## config.mk

```make
export PLATFORM = sky130hd
export DESIGN_NAME = mod461_residue_accum
export DESIGN_NICKNAME = d
export VERILOG_FILES = /design/src/rtl/mod461_residue_accum.sv
export SDC_FILE = /design/constraint.sdc
export NUM_CORES = 1
export LEC_CHECK = 0
export ABC_AREA = 1
export BUFFER_PORTS_ARGS = -buffer_cell sky130_fd_sc_hd__buf_4
export CAP_MARGIN = 20
export CORE_ASPECT_RATIO = 0.5
export CORE_MARGIN = 4
export CORE_UTILIZATION = 45
export CTS_BUF_LIST = sky130_fd_sc_hd__clkbuf_4
export DETAILED_ROUTE_END_ITERATION = 7
export PLACE_DENSITY = 0.72
export RECOVER_POWER = 25
export SLEW_MARGIN = 10
export SYNTH_ARGS = -nofsm -noshare
export SYNTH_HDL_FRONTEND = slang
export SYNTH_SLANG_ARGS = --single-unit
```

## constraint.sdc

```tcl
create_clock -name clk -period 4 [get_ports clk]
set_clock_uncertainty 0.2 [all_clocks]
set_input_delay 0.8 -clock clk [delete_from_list [all_inputs] [get_ports clk]]
set_output_delay 0.8 -clock clk [all_outputs]
set_load 0.02 [all_outputs]
```

## src/rtl/mod461_residue_accum.sv

```systemverilog
// Streaming accumulator: sums W-bit partial residues into one residue mod MODULUS per frame.
// Define MOD461_COUNT_CHECK_EN to build the beat counter that flags frames whose length differs from TERMS.
module mod461_residue_accum #(
   parameter int unsigned MODULUS = 461,
   parameter int unsigned W       = 9,
   parameter int unsigned TERMS   = 34
) (
   input  logic         clk,
   input  logic         rst,
   input  logic         in_valid,
   output logic         in_ready,
   input  logic [W-1:0] in_data,
   input  logic         in_last,
   output logic         out_valid,
   input  logic         out_ready,
   output logic [W-1:0] out_data,
   output logic         out_err
);

   localparam logic [W:0] MOD_W = (W+1)'(MODULUS);

   typedef enum logic {S_ACC, S_DONE} state_t;

   state_t       state_q;
   logic [W-1:0] acc_q;
   logic [W-1:0] out_data_q;
   logic         out_valid_q;
   logic         accept;
   logic [W:0]   sum_d;
   logic [W-1:0] res_d;

   // acc < MODULUS and in_data < 2^W keep the sum below 3*MODULUS, so two subtractions reduce fully.
   function automatic logic [W-1:0] reduce_mod(input logic [W:0] sum);
      logic [W:0] r1;
      logic [W:0] r2;
      r1 = (sum >= MOD_W) ? (sum - MOD_W) : sum;
      r2 = (r1 >= MOD_W) ? (r1 - MOD_W) : r1;
      return r2[W-1:0];
   endfunction

   assign in_ready = (state_q == S_ACC) && !rst;
   assign accept   = in_valid && in_ready;

   always_comb begin
      sum_d = {1'b0, acc_q} + {1'b0, in_data};
      res_d = reduce_mod(sum_d);
   end

   always_ff @(posedge clk) begin
      if (rst) begin
         state_q     <= S_ACC;
         acc_q       <= '0;
         out_valid_q <= 1'b0;
         out_data_q  <= '0;
      end else begin
         case (state_q)
            S_ACC: begin
               if (accept) begin
                  if (in_last) begin
                     out_data_q  <= res_d;
                     out_valid_q <= 1'b1;
                     acc_q       <= '0;
                     state_q     <= S_DONE;
                  end else begin
                     acc_q <= res_d;
                  end
               end
            end
            S_DONE: begin
               if (out_valid_q && out_ready) begin
                  out_valid_q <= 1'b0;
                  state_q     <= S_ACC;
               end
            end
            default: state_q <= S_ACC;
         endcase
      end
   end

   assign out_valid = out_valid_q;
   assign out_data  = out_data_q;

`ifdef MOD461_COUNT_CHECK_EN
   logic [5:0] cnt_q;
   logic       err_q;
   logic [6:0] cnt_inc_d;

   assign cnt_inc_d = {1'b0, cnt_q} + 7'd1;

   // Counter saturates so that overlong frames cannot wrap back to a matching count.
   always_ff @(posedge clk) begin
      if (rst) begin
         cnt_q <= '0;
         err_q <= 1'b0;
      end else if (accept) begin
         if (in_last) begin
            err_q <= (cnt_inc_d != 7'(TERMS));
            cnt_q <= '0;
         end else if (cnt_q != 6'd63) begin
            cnt_q <= cnt_inc_d[5:0];
         end
      end
   end

   assign out_err = err_q;
`else
   assign out_err = 1'b0;
`endif

endmodule
```

==> run_results.csv <==
group,metric,value,unit
outcome,status,"completed",
sta,final_max_slew_viol_count,0,
sta,rsz0062_at_grt,"no",
sta,worst_slack,0.3926,ns
sta,hold_viol_final,0,
setup_path,r2r_setup_slack,0.66,ns
clocking,post_cts_buffers,0,
floorplan,ios,26,
sta,hold-worst-slack,0.2759,ns
synth,synth-edff-count,0,
global_routing,antenna_found_initial,0,
drt,num_vias,1793,
synth,synth_area_leaders,"dfxtp_1, nand2_1, inv_1",
synth,synthCells,291,
placed_design,placed_area,2086,µm²
placed_design,portBuffers,24,
synth,synth_flop_cell,"dfxtp_1",
floorplan,chipWidth,99.42,µm
synth,synth.cell_area,1881,µm²
clocking,clkTransAtPathRegs,0.11,ns
global_routing,grt_overflow,0,
pwr,powerDensity,318.5,nW/µm²
drt,wl_per_cell,11.33,µm
floorplan,die_area,5340,µm²
drt,drtIter0Drc,47,
floorplan,dieHeight,53.71,µm
pwr,leakage,1.117,nW
sta,setup_viol,0,
placed_design,place_ws,0.09119,ns
drt,wirelength,4.170,mm
clocking,cts_buffer_depth,2,
clocking,cts_max_level,1,
drt,drt_first_pass_iters,4,
floorplan,num_rows,16,
clocking,postCtsResizedCells,0,
synth,synth_common_cells,"nand2_1, inv_1, nand3_1",
global_routing,grt_first_pass_wirelength,7.224,mm
clocking,clkSinkCount,20,
clocking,clk_latency,0.30,ns
layout,antenna_cells,0,
global_routing,grt_pass1_vias,1669,
synth,synthesis.nets,317,
setup_path,start_kind,"input pin",
synth,synth_most_common_cell,"nand2_1",
min_path,min_from,"out_valid",
clocking,cts_tree,"yes",
global_routing,gr-usage-all-layers,0.1671,
layout,syn_to_final_growth,11.11,%
setup_path,r2r-start,"acc_q[0]",
sta,fin_crit,3.607,ns
synth,async_flop_share,0,
setup_path,cp-startpoint,"in_data[0]",
setup_path,crit_path_end_kind,"flop",
synth,ys_types,31,
sta,max_freq,0.2772,GHz
synth,ys_seq_area_frac,0.2129,
drt,routed_via_density,4.872,
clocking,cts_hold_buf,0,
synth,ys_warn_count,0,
min_path,min_path_type,"flop to flop",
layout,final_cell_area,2090,µm²
synth,postSynthAreaPerCell,6.462,µm²
synth,synth.top_cell.area_share,0.2129,
sta,timing.setup.tns,0,ns
setup_path,crit_fanout,11,
placed_design,hpwl,3.529,mm
pwr,ir_worst_vdd,229.7,µV
global_routing,grt_max_degree,13,
synth,synth_top_area_cell,"dfxtp_1",
clocking,root_buffer,"clkbuf_4",
setup_path,critical_path_arrival,3.60,ns
floorplan,core-area,3964,µm²
synth,yosys_register_bits,20,
clocking,cts_made_buffers,3,
drt,drc,0,
sta,timing.final.crit_share,0.9019,
floorplan,start_util,0.4744,
drt,ant_nets,0,
placed_design,gp_congestion,0.8223,
layout,drive_gt1_frac,0.1847,
layout,num-nets-final,341,
setup_path,cp.required,3.99,ns
run,maxCapViolations,0,
setup_path,critical_path_class,"input pin to flop",
kinds of logic after synthesis:
logic type,count (synthesis),synth area share
adder cells (fa/ha/maj),12,0.08383
buffers and inverters,49,0.1124
AO/OA/AOI/OAI,43,0.1430
XOR/XNOR,7,0.03260
flip-flops,20,0.2129
AND/OR/NAND/NOR,159,0.4132
other,1,0.001994
sequential cells by signal (all words and copies together), names as in the netlist:
name / count
out_data: 9
acc_q: 9
state_q: 1
out_valid: 1
power breakdown:
part,internal [W],switching (W),leakage (nW)
sequential,0.000211,0.00000807,0.163
clock,0.0000363,0.0000582,0.0154
combinational,0.000121,0.000230,0.939
metal layers:
metal  vias up  part of all wire  global-route usage
met5         -                 0                   0
li1        968                 -                   -
met1       792              0.51              0.2331
met3         4             0.051             0.01811
met4         0            0.0062             0.03628
met2        29              0.43              0.2833
final cells by class:
cell class              count  area (µm²)
multi-input cells         222        1269
clock buffers               3       22.52
flip-flops and latches     20       400.4
fillers                   406        1874
clock inverters             1       3.754
inverters                  43       161.4
repair buffers             25       165.2
well taps                  54       67.56
stage by stage:
step	utilization	cells	power [W]
global placement	0.5262	364	0.0005683
CTS	0.5328	368	0.0006715
global route	0.5271	368	0.0007270
finish	0.5271	368	0.0006654
detailed placement	0.5262	364	0.0005763
floorplan	-	291	0.0005071
critical path: stages:
cell and delay, ns:
buf_4 0.11, ha_1 0.21, fa_1 0.48, inv_1 0.07
ha_1 0.22, nor2_1 0.13, nand2_2 0.09, nand4_2 0.12
nand2_4 0.08, nand2_4 0.15, nand2_1 0.11, nand2_1 0.16
nand2_2 0.10, nand2_4 0.10, nand2_4 0.07, nand2_4 0.09
nand2_4 0.11, nand2_1 0.09, nand2_1 0.09, o21bai_1 0.16
inv_1 0.06
placed cells by master (no fill, tap or decap), drive strengths merged:
cell type  synthesis  layout
o21bai             8       8
or3                1       1
nand3             28      28
clkbuf             3       9
nand4              4       4
xnor2              3       3
buf                3      19
nand2            109     109
xor2               4       4
clkinv             0       1
ha                11      11
o21a               1       1
inv               43      43
nor2              16      16
conb               1       1
nand3b             1       1
fa                 1       1
o21ai             15      15
dfxtp             20      20
a31oi              1       1
a21oi             18      18
path summary, 6_finish.rpt:
kind              cells past startpoint          end
hold reg to reg                       2    out_valid
hold / removal                        2    out_valid
setup reg to reg                     20  out_data[0]
setup / recovery                     21  out_data[0]
(Power assumes the default switching activity.)
